$ cat src/rtl/mac_tx_mode.sv
// Frame-level TX arbiter: merges ARP and IP AXI-Stream sources into one registered frame stream,
// alternating grants between the sources and truncating frames that run past MAX_BEATS.
module mac_tx_mode #(
    parameter int MAX_BEATS = 190,
    parameter int CNT_W     = 8
) (
    input  logic        tx_axis_aclk,
    input  logic        tx_axis_areset,
    input  logic [63:0] ip_tx_axis_tdata,
    input  logic [7:0]  ip_tx_axis_tkeep,
    input  logic        ip_tx_axis_tvalid,
    input  logic        ip_tx_axis_tlast,
    output logic        ip_tx_axis_tready,
    input  logic [47:0] ip_tx_dst_mac_addr,
    input  logic [63:0] arp_tx_axis_tdata,
    input  logic [7:0]  arp_tx_axis_tkeep,
    input  logic        arp_tx_axis_tvalid,
    input  logic        arp_tx_axis_tlast,
    output logic        arp_tx_axis_tready,
    input  logic [47:0] arp_tx_dst_mac_addr,
    output logic [63:0] frame_tx_axis_tdata,
    output logic [7:0]  frame_tx_axis_tkeep,
    output logic        frame_tx_axis_tvalid,
    output logic        frame_tx_axis_tlast,
    output logic        frame_tx_axis_tuser,
    input  logic        frame_tx_axis_tready,
    output logic [47:0] frame_mode_dst_mac_addr,
    output logic [15:0] frame_mode_type
);

    // state     | meaning
    // IDLE      | no source granted, choose next frame
    // SEND_ARP  | forwarding ARP frame to output register
    // SEND_IP   | forwarding IP frame to output register
    // DRAIN_ARP | over-length ARP frame: swallow beats until its tlast
    // DRAIN_IP  | over-length IP frame: swallow beats until its tlast
    typedef enum logic [2:0] {
        IDLE      = 3'd0,
        SEND_ARP  = 3'd1,
        SEND_IP   = 3'd2,
        DRAIN_ARP = 3'd3,
        DRAIN_IP  = 3'd4
    } state_t;

    localparam logic [15:0] TYPE_IP  = 16'h0800;
    localparam logic [15:0] TYPE_ARP = 16'h0806;

    state_t             state_q, state_d;
    logic               last_arp_q;
    logic [CNT_W-1:0]   cnt_q;
    logic [47:0]        mac_q;
    logic [15:0]        type_q;
    logic [63:0]        data_q;
    logic [7:0]         keep_q;
    logic               valid_q, last_q, user_q;

    logic               src_is_arp, src_valid, src_last, src_ready;
    logic [63:0]        src_data;
    logic [7:0]         src_keep;
    logic               out_free, in_send, send_acc, at_limit, force_abort;
    logic               grant_arp, grant_ip;

    assign src_is_arp  = (state_q == SEND_ARP) || (state_q == DRAIN_ARP);
    assign src_valid   = src_is_arp ? arp_tx_axis_tvalid : ip_tx_axis_tvalid;
    assign src_last    = src_is_arp ? arp_tx_axis_tlast  : ip_tx_axis_tlast;
    assign src_data    = src_is_arp ? arp_tx_axis_tdata  : ip_tx_axis_tdata;
    assign src_keep    = src_is_arp ? arp_tx_axis_tkeep  : ip_tx_axis_tkeep;
    assign src_ready   = src_is_arp ? arp_tx_axis_tready : ip_tx_axis_tready;

    assign out_free    = ~valid_q | frame_tx_axis_tready;
    assign in_send     = (state_q == SEND_ARP) || (state_q == SEND_IP);
    assign send_acc    = in_send & src_valid & src_ready;
    assign at_limit    = (cnt_q == CNT_W'(MAX_BEATS - 1));
    assign force_abort = send_acc & ~src_last & at_limit;

    // ARP wins unless it had the previous grant and IP is also waiting.
    assign grant_arp = (state_q == IDLE) & arp_tx_axis_tvalid & (~last_arp_q | ~ip_tx_axis_tvalid);
    assign grant_ip  = (state_q == IDLE) & ~grant_arp & ip_tx_axis_tvalid;

    always_ff @(posedge tx_axis_aclk or posedge tx_axis_areset) begin
        if (tx_axis_areset) state_q <= IDLE;
        else                state_q <= state_d;
    end

    always_comb begin
        state_d = state_q;
        case (state_q)
            IDLE: begin
                if (grant_arp)     state_d = SEND_ARP;
                else if (grant_ip) state_d = SEND_IP;
            end
            SEND_ARP, SEND_IP: begin
                if (send_acc && src_last) state_d = IDLE;
                else if (force_abort)     state_d = (state_q == SEND_ARP) ? DRAIN_ARP : DRAIN_IP;
            end
            DRAIN_ARP, DRAIN_IP: begin
                if (src_valid && src_last) state_d = IDLE;
            end
            default: state_d = IDLE;
        endcase
    end

    always_comb begin
        ip_tx_axis_tready  = 1'b0;
        arp_tx_axis_tready = 1'b0;
        case (state_q)
            SEND_ARP:  arp_tx_axis_tready = out_free;
            SEND_IP:   ip_tx_axis_tready  = out_free;
            DRAIN_ARP: arp_tx_axis_tready = 1'b1;
            DRAIN_IP:  ip_tx_axis_tready  = 1'b1;
            default: ;
        endcase
    end

    always_ff @(posedge tx_axis_aclk or posedge tx_axis_areset) begin
        if (tx_axis_areset) begin
            last_arp_q <= 1'b0;
            cnt_q      <= '0;
            mac_q      <= '0;
            type_q     <= '0;
        end else if (grant_arp) begin
            last_arp_q <= 1'b1;
            cnt_q      <= '0;
            mac_q      <= arp_tx_dst_mac_addr;
            type_q     <= TYPE_ARP;
        end else if (grant_ip) begin
            last_arp_q <= 1'b0;
            cnt_q      <= '0;
            mac_q      <= ip_tx_dst_mac_addr;
            type_q     <= TYPE_IP;
        end else if (send_acc) begin
            cnt_q      <= cnt_q + CNT_W'(1);
        end
    end

    // Single output stage: loads only when empty or draining, so held beats never change.
    always_ff @(posedge tx_axis_aclk or posedge tx_axis_areset) begin
        if (tx_axis_areset) begin
            valid_q <= 1'b0;
            data_q  <= '0;
            keep_q  <= '0;
            last_q  <= 1'b0;
            user_q  <= 1'b0;
        end else if (send_acc) begin
            valid_q <= 1'b1;
            data_q  <= src_data;
            keep_q  <= src_keep;
            last_q  <= src_last | force_abort;
            user_q  <= force_abort;
        end else if (frame_tx_axis_tready) begin
            valid_q <= 1'b0;
        end
    end

    assign frame_tx_axis_tdata     = data_q;
    assign frame_tx_axis_tkeep     = keep_q;
    assign frame_tx_axis_tvalid    = valid_q;
    assign frame_tx_axis_tlast     = last_q;
    assign frame_tx_axis_tuser     = user_q;
    assign frame_mode_dst_mac_addr = mac_q;
    assign frame_mode_type         = type_q;

endmodule

$ cat config.mk
export PLATFORM = sky130hd
export DESIGN_NAME = mac_tx_mode
export DESIGN_NICKNAME = d
export VERILOG_FILES = /design/src/rtl/mac_tx_mode.sv
export SDC_FILE = /design/constraint.sdc
export NUM_CORES = 1
export LEC_CHECK = 0
export ABC_AREA = 1
export CAP_MARGIN = 20
export CORE_MARGIN = 2
export CORE_UTILIZATION = 30
export CTS_CLUSTER_SIZE = 10
export DETAILED_ROUTE_END_ITERATION = 12
export MAX_ROUTING_LAYER = met4
export PLACE_DENSITY = 0.65
export SLEW_MARGIN = 20
export SYNTH_ARGS = -nofsm -noshare
export SYNTH_HDL_FRONTEND = slang
export SYNTH_SLANG_ARGS = --single-unit
$ cat constraint.sdc
create_clock -name tx_axis_aclk -period 6.3 [get_ports tx_axis_aclk]
set_input_delay 0.63 -clock tx_axis_aclk [delete_from_list [all_inputs] [get_ports tx_axis_aclk]]
set_output_delay 0.63 -clock tx_axis_aclk [all_outputs]
set_load 0.02 [all_outputs]
==> results by group, run 1 <==
Power
  • Combinational power share: 0.532
  • Peak supply drop: 0.227 mV
  • Switching Fraction: 0.424
  • Clock Power Share: 0.184
  • Pwr per Cell Area: ~490 nW/µm²
  • Leakage: approximately 4.6 nW
  • NetSw: around 2.3 mW
  • Flop pwr share: 0.284
  • Internal power: ~3.1 mW
  • Tot Pwr: around 5.4 mW

CTS
  • Post-CTS Hold Buffers: 0
  • Worst-Skew Late Latency: around 0.42 ns
  • CTS clk-pin slew, worst paths: around 0.07 ns
  • Num CTS Buffers: 17
  • Root cell of the clock tree: clkbuf_16
  • CTS tree: done
  • CTS H-tree depth: 4
  • Clock sink count: approximately 140
  • Post-cts repair resize count: 0
  • Setup bufs post-CTS: 0
  • CTS Buffer Depth: 2

Timing
  • Final setup viols: 0
  • Clock skew: approximately 0.012 ns
  • WHS: around 0.47 ns
  • Fin. Hold Viols: 0
  • Pin slew with the least headroom to its limit: between 1 and 1.5 ns
  • Fin. max-slew vios: 0
  • TNS Setup: 0 ns
  • FMAX: 265 MHz
  • Final Cycle Share: 0.599
  • RSZ-0062 raised after global routing: false
  • Slew HR: 0.318
  • Minimum clock period: about 3.8 ns

Status
  • Status: finished, final reports clean

Finish
  • Synth-to-Final Area Change: 65.9%
  • Nets@finish: approximately 1400
  • Commonest non-fill, non-tap cells in the layout: clkdlybuf4s50_1 (374), nand2_1 (156), dfrtp_1 (136)
  • Most common cell after layout, fill and taps aside: clkdlybuf4s50_1
  • Post-Layout Cell Count: 1438
  • Fin area: about 11000 µm²
  • Share of layout cells above drive strength 1: 0.0484

Setup path
  • Crit start category: flop
  • Critical Path RT: 6.64 ns
  • Worst-path cell chain: inv_1 -> nand3_2 -> buf_4 -> nand2_2 -> nand2_1 -> nand3_1 -> nor2_4 -> buf_4 -> nor2_1 -> a31oi_1
  • Worst Path Buf+Inv: 3
  • Worst path max stage delay: 0.79 ns
  • Critical path's slowest cell: nor2_4
  • Critical Path AT: 4.12 ns
  • Crit-path leading delay family: simple AND/OR/NAND/NOR gates
  • Crit path max fanout: between 70 and 80
  • R2r setup slk: between 2 and 3 ns
  • CP endpoint kind: flop
  • R2r worst-path depth: 10
  • Critical path's most frequent cell: buf_4
  • Worst Setup Path Type: reg2reg
  • Stages on worst setup path: 10

Yosys
  • Largest area contributor in the netlist: dfrtp_1
  • Mapped cell area: between 6000 and 7000 µm²
  • Mean post-synth cell area: between 8 and 9 µm²
  • Post-Syn Instances: about 810
  • Post-synthesis xor/xnor area fraction: 0.00398
  • Top post-synthesis cells by area: dfrtp_1 (52%), nand2_1 (8.9%), nor2_1 (7.2%)
  • Complex-gate fraction of the synthesized area: 0.151
  • Netlist cell types: 29
  • Synth top area share: 0.516
  • Main combinational cell family by area after synthesis: simple AND/OR/NAND/NOR gates
  • Sequential area share after synthesis: 0.516
  • Post-synthesis adder-cell area fraction: 0.00379
  • Yosys reg bits: between 100 and 150
  • Yosys Warn Count: 0
  • Mux cell area share after synthesis: 0
  • Simple-Gate Fraction of Synth Area: 0.244

Placed design
  • Placed Area: between 10000 and 15000 µm²
  • Dpl cells: about 1400
  • Placed wire-length estimate: around 17000 µm
  • Gpl congestion: 0.775
  • # port buffers: between 300 and 400

Drt
  • Routed WL: 24100 µm
  • Final ANT Viol Nets: 0
  • DRT Pass-1 Iters: 5
  • DR vias: between 6000 and 7000
  • Via-to-Cell Ratio: slightly below 5
  • Routed WL per cell: roughly 17 µm
  • Detailed Route Iter0 Violations: roughly 440
  • Drt drc: 0

Global route
  • Largest net degree at the start of global routing: between 80 and 90
  • Vias in the first global route: around 7000
  • GRT Residual Overflow: 0
  • Initial antenna violation count: 1
  • GRT Total Usage: 0.214
  • First-pass GRT wire length: about 38000 µm

Min path
  • Worst hold path depth: 1
  • Worst hold path type: reg2reg

Floorplanning
  • Core box area: between 20000 and 25000 µm²
  • Starting Density: 0.304
  • Chip height: about 150 µm
  • Die Wd: around 150 µm
  • Die footprint: between 20000 and 25000 µm²
  • Top Ports: between 300 and 400
  • Row Count: 54

Run
  • Maxcap violations: 0
## cell usage after synthesis
cell type / count
o21ai_0: 61
clkbuf_1: 30
buf_4: 20
nand4_1: 4
xor2_1: 3
conb_1: 1
dfrtp_1: 136
clkbuf_2: 1
nor2_1: 126
o21ai_2: 1
or2_2: 1
buf_6: 8
inv_2: 5
buf_2: 18
o22ai_1: 1
nand2_1: 157
nand2_2: 6
nand3_1: 86
o21ai_1: 39
a21oi_2: 1
clkinv_1: 1
inv_1: 16
nor2_2: 2
a31oi_1: 72
and3_1: 1
a21oi_1: 5
ha_1: 2
nand3_2: 1
nor3_1: 4
## layout make-up
cell class	count	area (µm²)
clock inverters	13	144
flip-flops and latches	136	3400
well taps	280	350
clock buffers	19	433
multi-input cells	586	2720
inverters	22	87.6
diodes	1	2.50
fillers	2024	10700
repair buffers	381	3810
## flip-flops by register name (all words and copies together), names as in the netlist
name	count
frame_tx_axis_tdata	64
frame_mode_dst_mac_addr	48
cnt_q	8
frame_tx_axis_tkeep	8
state_q	3
frame_mode_type	2
frame_tx_axis_tlast	1
frame_tx_axis_tuser	1
frame_tx_axis_tvalid	1
## layer usage
metal | share of wire | wire length [µm] | vias to the layer above | GRT usage
met5 | 0 | 0 | - | -
met3 | 0.082 | 1980 | 32 | 0.0643
met4 | 0.020 | 483 | 0 | 0.0645
met2 | 0.48 | 11600 | 318 | 0.344
met1 | 0.42 | 10000 | 3226 | 0.259
li1 | - | - | 3373 | -
## worst reg2reg max path: cells and delay by family (launching register included)
| family | cells | cell delay (ns) |
|---|---|---|
| compound gates | 1 | 0.17 |
| buf+inv | 3 | 1.26 |
| flops | 1 | 0.42 |
| simple gates | 6 | 1.85 |
## kinds of logic after synthesis
logic type | count (synthesis)
AO/OA/AOI/OAI | 180
XOR/XNOR | 3
adder cells (fa/ha/maj) | 2
buffers and inverters | 99
flip-flops | 136
other | 1
AND/OR/NAND/NOR | 388
## power by group through the flow
stage / Combinational, mW / Clock (mW) / Sequential (mW)
global placement: 2.88 / 0 / 1.54
detailed placement: 2.91 / 0 / 1.54
floorplan: 1.19 / 0 / 2.00
CTS: 2.91 / 1.03 / 1.54
global route: 3.15 / 1.06 / 1.59
finish: 2.88 / 0.995 / 1.54
## worst paths after layout
check	end	from
worst min-delay path	frame_mode_type[11]	frame_mode_type[11]
min in group asynchronous	frame_mode_dst_mac_addr[1]	tx_axis_areset
worst min register to register	frame_mode_type[11]	frame_mode_type[11]
worst max register to register	frame_tx_axis_tkeep[6]	state_q[2]
worst max-delay path	frame_tx_axis_tkeep[6]	state_q[2]
max in group asynchronous	state_q[1]	tx_axis_areset
## through the flow
stage          worst slack (ns)  utilization
2_1_floorplan              2.03            -
3_3_place_gp               2.45        0.478
3_5_place_dp               2.48        0.478
4_1_cts                    2.47        0.505
5_1_grt                    2.14        0.505
6_report                   2.52        0.505
No activity file was read; power rests on OpenSTA's default activity.
==> run 2: changes to the inputs <==
- clock period: 6.3 -> 3.9 ns (I/O delays scaled with it)
==> results by group, run 2 (synthesis results as in run 1) <==
Timing
  • Slew HR: 0.380 (+0.0619)
  • TNS Setup: 0 ns (unchanged)
  • Final setup viols: 0 (unchanged)
  • Pin slew with the least headroom to its limit: 0.929 ns (-0.0917 ns)
  • Minimum clock period: 2.78 ns (-0.992 ns)
  • RSZ-0062 raised after global routing: false
  • Fin. max-slew vios: 0 (unchanged)
  • Fin. Hold Viols: 0 (unchanged)
  • Clock skew: 0.0129 ns (+0.000498 ns)
  • FMAX: 359 MHz (+36%)
  • Final Cycle Share: 0.714 (+0.114)

Finish
  • Post-Layout Cell Count: 1437 (-0.070%)
  • Commonest non-fill, non-tap cells in the layout: clkdlybuf4s50_1 (374), nand2_1 (156), dfrtp_1 (136)
  • Synth-to-Final Area Change: 66.5%
  • Fill count: 2069 (+2.2%)
  • Largest register FFs: 64 (unchanged)
  • Nets@finish: 1394 (+0.072%)
  • Share of layout cells above drive strength 1: 0.0493 (+0.000864)
  • Most common cell after layout, fill and taps aside: clkdlybuf4s50_1
  • Ant diodes: 0 (-1)
  • Fin area: 11000 µm² (+0.35%)

CTS
  • CTS tree: done
  • CTS clk-pin slew, worst paths: 0.06 ns (about the same)
  • Num CTS Buffers: 17 (unchanged)
  • CTS H-tree depth: 4 (unchanged)
  • Post-cts repair resize count: 0 (unchanged)
  • Post-CTS Hold Buffers: 0 (unchanged)
  • Clock sink count: 136 (unchanged)
  • Worst-Skew Late Latency: 0.42 ns (about the same)
  • Root cell of the clock tree: clkbuf_16
  • Setup bufs post-CTS: 0 (unchanged)
  • CTS Buffer Depth: 2 (unchanged)

Global route
  • GRT Total Usage: 0.210 (-0.00342)
  • GRT Residual Overflow: 0 (unchanged)
  • Vias in the first global route: 6616 (-4.7%)
  • First-pass GRT wire length: 37500 µm (-2.1%)
  • Largest net degree at the start of global routing: 137 (+61%)
  • Initial antenna violation count: 0 (-1)

Floorplanning
  • Die footprint: 23200 µm² (unchanged)
  • Starting Density: 0.304 (unchanged)
  • Top Ports: 388 (unchanged)
  • Row Count: 54 (unchanged)
  • Chip height: 152 µm (unchanged)
  • Die Wd: 152 µm (unchanged)
  • Core box area: 21700 µm² (unchanged)

Setup path
  • R2r setup slk: 1.12 ns (-1.41 ns)
  • Worst path max stage delay: 0.41 ns (-0.38 ns)
  • Worst r2r dst: state_q[1]
  • Worst Setup SP: state_q[1]
  • Critical Path AT: 3.08 ns (-1.04 ns)
  • Worst-path cell chain: nor2_2 -> nand2_2 -> nand2_2 -> nand2_1 -> nand3_1 -> nor2_4 -> buf_4 -> o21ai_2 -> nand2_2 -> nand2_1 -> nand2_1 -> nand2_1
  • CP endpoint kind: flop
  • Crit path max fanout: 33 (-57%)
  • Reg-to-Reg Start: state_q[1]
  • Critical Path RT: 4.20 ns (-2.44 ns)
  • Crit start category: flop
  • R2r worst-path depth: 12 (+2)
  • Worst Path Buf+Inv: 1 (-2)
  • Worst Setup Path Type: reg2reg
  • Crit-path leading delay family: simple AND/OR/NAND/NOR gates
  • Critical path's slowest cell: dfrtp_1
  • Critical path's most frequent cell: nand2_1

Placed design
  • Placed Area: 10400 µm² (+0.18%)
  • Placed wire-length estimate: 16800 µm (-0.85%)
  • Gpl congestion: 0.814 (+5.1%)
  • # port buffers: 374 (unchanged)
  • Dpl cells: 1406 (+0.071%)

Drt
  • DRT Pass-1 Iters: 6 (+1)
  • Routed WL per cell: 16.8 µm (+0.60%)
  • Via-to-Cell Ratio: 4.79 (-0.87%)
  • Routed WL: 24200 µm (+0.53%)
  • DR vias: 6884 (-0.94%)
  • Detailed Route Iter0 Violations: 390 (-11%)
  • Final ANT Viol Nets: 0 (unchanged)
  • Drt drc: 0 (unchanged)

Power
  • Pwr per Cell Area: 803 nW/µm² (+63%)
  • Leakage: 4.59 nW (+0.39%)
  • Peak supply drop: 0.443 mV (+95%)

Min path
  • HP Start: frame_mode_type[11]
  • Worst Hold Path EP: frame_mode_type[11]
  • Worst hold path depth: 1 (unchanged)
  • Worst hold path type: reg2reg

Status
  • Status: finished, final reports clean

Run
  • Maxcap violations: 0 (unchanged)
==> run 2: cell types whose count changed in the layout (fill, tap and decap cells not counted) <==
| cell | change |
|---|---|
| buf_12 | +1 |
| bufinv_16 | +1 |
| clkbuf_1 | -1 |
| clkinv_2 | -1 |
| clkinv_4 | +2 |
| diode_2 | -1 |
| inv_6 | -2 |
==> run 2: where the power goes <==
group          internal (mW)  total (mW)  switching [mW]
Sequential              2.10        2.48           0.382
Clock                   1.01        1.68           0.672
Combinational           1.99        4.67            2.68
Total                   5.10        8.83            3.73
==> run 2: worst max path at each step <==
stage                 endpoint  slack, ns  cells after the start
floorplan             cnt_q[0]       1.82                      1
global placement    state_q[0]       1.16                     12
detailed placement  state_q[1]       1.09                     12
CTS                 state_q[1]       1.09                     12
global route        state_q[1]       0.81                     12
finish              state_q[1]       1.12                     12
==> run 2: area by class of cell <==
| type | count | area [µm²] | area share |
|---|---|---|---|
| Timing Repair Buffer | 382 | 3830 | 0.349 |
| Tap cell | 280 | 350 | 0.0319 |
| Clock inverter | 13 | 170 | 0.0155 |
| Inverter | 22 | 86.3 | 0.00786 |
| Multi-Input combinational cell | 586 | 2720 | 0.247 |
| Sequential cell | 136 | 3400 | 0.310 |
| Clock buffer | 18 | 429 | 0.0391 |
==> run 2: worst register-to-register path, stage by stage (launching register included) <==
cell	delay [ns]
dfrtp_1	0.41
nor2_2	0.08
nand2_2	0.40
nand2_2	0.40
nand2_1	0.19
nand3_1	0.12
nor2_4	0.26
buf_4	0.38
o21ai_2	0.12
nand2_2	0.10
nand2_1	0.09
nand2_1	0.07
nand2_1	0.06
==> run 2: layer usage <==
metal,wire length (µm),global-route usage
met1,10300,0.255
met4,408,0.0623
met3,1810,0.0609
met2,11700,0.342
met5,0,-
==> run 2: metrics by stage <==
step	power (mW)	hold WS (ns)	util	setup WS (ns)
2_1_floorplan	5.16	0.458	-	1.82
3_3_place_gp	7.16	0.453	0.479	1.16
3_5_place_dp	7.21	0.460	0.479	1.09
4_1_cts	8.93	0.473	0.507	1.09
5_1_grt	9.45	0.497	0.507	0.813
6_report	8.83	0.475	0.507	1.12
==> run 3: changes to the inputs <==
- clock period: 3.9 -> 2.7 ns (I/O delays scaled with it)
==> results by group, run 3 (synthesis results as in run 1) <==
Status
  • Status: finished, final reports clean

CTS
  • Post-cts repair resize count: 0 (unchanged)
  • Root cell of the clock tree: clkbuf_16
  • Post-CTS Hold Buffers: 0 (unchanged)
  • CTS clk-pin slew, worst paths: 0.06 ns (about the same)
  • Setup bufs post-CTS: 0 (unchanged)
  • Worst-Skew Late Latency: 0.41 ns (about the same)
  • CTS tree: done
  • CTS H-tree depth: 4 (unchanged)
  • Num CTS Buffers: 17 (unchanged)
  • CTS Buffer Depth: 2 (unchanged)
  • Clock sink count: 136 (unchanged)

Timing
  • TNS Setup: 0 ns (unchanged)
  • Slew HR: 0.457 (+0.0773)
  • Final setup viols: 0 (unchanged)
  • FMAX: roughly 440 MHz
  • Clock skew: 0.0119 ns (-0.000968 ns)
  • Final Cycle Share: 0.834
  • Fin. Hold Viols: 0 (unchanged)
  • Pin slew with the least headroom to its limit: 0.814 ns (-0.115 ns)
  • Minimum clock period: between 2 and 2.5 ns
  • Fin. max-slew vios: 0 (unchanged)
  • RSZ-0062 raised after global routing: false
  • Worst setup margin: 0.448 ns (-0.669 ns)

Power
  • Switching Fraction: 0.419 (-0.00329)
  • Peak supply drop: 0.563 mV (+27%)
  • Flop pwr share: 0.281 (about the same)
  • Pwr per Cell Area: 1150 nW/µm² (+43%)
  • Combinational power share: 0.539 (+0.010)
  • Internal power: 7.37 mW (+45%)
  • Leakage: 4.63 nW (+0.77%)
  • Clock Power Share: 0.181 (-0.010)
  • NetSw: 5.32 mW (+43%)

Finish
  • Most common cell after layout, fill and taps aside: clkdlybuf4s50_1
  • Commonest non-fill, non-tap cells in the layout: clkdlybuf4s50_1 (374), nand2_1 (156), dfrtp_1 (136)
  • Synth-to-Final Area Change: 67.3%
  • Largest register FFs: 64 (unchanged)
  • Ant diodes: 0 (unchanged)
  • Share of layout cells above drive strength 1: 0.0542 (+0.00495)
  • Post-Layout Cell Count: 1442 (+0.35%)
  • Nets@finish: 1400 (+0.43%)

Setup path
  • Crit path max fanout: 15 (-55%)
  • R2r setup slk: 0.56 ns (-0.56 ns)
  • Worst r2r dst: frame_tx_axis_tdata[62]
  • R2r worst-path depth: 8 (-4)
  • Worst Setup Path Type: reg2out
  • Crit start category: flop
  • CP endpoint kind: output port
  • Reg-to-Reg Start: state_q[0]
  • Critical Path AT: 1.98 ns (-1.10 ns)
  • Critical Path RT: 2.43 ns (-1.77 ns)

Global route
  • Initial antenna violation count: 0 (unchanged)
  • First-pass GRT wire length: 37700 µm (+0.50%)
  • Largest net degree at the start of global routing: 137 (unchanged)
  • Vias in the first global route: 6983 (+5.5%)
  • GRT Residual Overflow: 0 (unchanged)
  • GRT Total Usage: 0.209 (-0.00175)

Min path
  • HP Start: arp_tx_axis_tdata[5]
  • Worst Hold Path EP: frame_tx_axis_tdata[5]
  • Worst hold path depth: 3 (+2)
  • Worst hold path type: in2reg

Drt
  • Drt drc: 0 (unchanged)
  • Via-to-Cell Ratio: 4.79 (about the same)
  • Routed WL per cell: 16.5 µm (-1.7%)
  • Routed WL: 23900 µm (-1.4%)
  • Detailed Route Iter0 Violations: 342 (-12%)
  • DRT Pass-1 Iters: 4 (-2)
  • Final ANT Viol Nets: 0 (unchanged)
  • DR vias: 6904 (+0.29%)

Placed design
  • DP Worst Slack: 0.497 ns (-0.593 ns)
  • Gpl congestion: 0.823 (+1.1%)
  • Dpl cells: 1412 (+0.43%)
  • # port buffers: 374 (unchanged)
  • Placed wire-length estimate: 16800 µm (about the same)

Floorplanning
  • Top Ports: 388 (unchanged)
  • Row Count: 54 (unchanged)
  • Core box area: 21700 µm² (unchanged)
  • Chip height: 152 µm (unchanged)
  • Die Wd: 152 µm (unchanged)
  • Starting Density: 0.304 (unchanged)
  • Die footprint: 23200 µm² (unchanged)

Run
  • Maxcap violations: 0 (unchanged)
run 3: changes by cell type in the layout (fill, tap and decap cells not counted), sizes merged:
cell      delta
buf          +6
bufinv       -1
clkinv       +4
clkinvlp     -1
inv          -3
run 3: how the worst max path moves through the flow:
stage / startpoint / to / slack, ns / cells after the start
2_1_floorplan: tx_axis_areset / cnt_q[0] / 0.74 / 1
3_3_place_gp: frame_tx_axis_tready / frame_tx_axis_tdata[62] / 0.58 / 11
3_5_place_dp: ip_tx_axis_tvalid / frame_mode_dst_mac_addr[26] / 0.50 / 8
4_1_cts: state_q[2] / arp_tx_axis_tready / 0.43 / 4
5_1_grt: state_q[2] / arp_tx_axis_tready / 0.32 / 4
6_report: state_q[0] / arp_tx_axis_tready / 0.45 / 3
run 3: per-layer routing:
layer,wire length [µm],global-route usage,vias to the layer above
met5,0,-,-
met2,11300,0.336,288
met3,1770,0.0572,30
li1,-,-,3382
met1,10300,0.256,3204
met4,495,0.0654,0
run 3: per-stage QoR:
step	hold slack [ns]	util	instance area [µm²]	power, mW
3_3_place_gp	0.453	0.483	10500	10.4
4_1_cts	0.399	0.509	11000	12.8
6_report	0.418	0.509	11000	12.7
2_1_floorplan	0.425	-	6650	7.45
5_1_grt	0.414	0.509	11000	13.6
3_5_place_dp	0.458	0.483	10500	10.5
run 3: layout make-up:
cell class                      count  area, µm²
Fill cell                        2045      10700
Timing Repair Buffer              388       3910
Sequential cell                   136       3400
Multi-Input combinational cell    586       2720
Clock buffer                       18        439
Tap cell                          280        350
Clock inverter                     12        130
Inverter                           22       86.3
run 3: worst max-delay path: stages (launching register included):
cell             delay (ns)
dfrtp_1                0.46
nand3_2                0.30
nand2_1                0.19
clkdlybuf4s50_1        0.63
run 3: power by group through the flow:
stage | sequential, mW | clock [mW] | combinational (mW)
floorplan | 4.67 | 0 | 2.78
global placement | 3.56 | 0 | 6.84
detailed placement | 3.59 | 0 | 6.89
CTS | 3.56 | 2.36 | 6.90
global route | 3.69 | 2.43 | 7.48
finish | 3.56 | 2.29 | 6.84
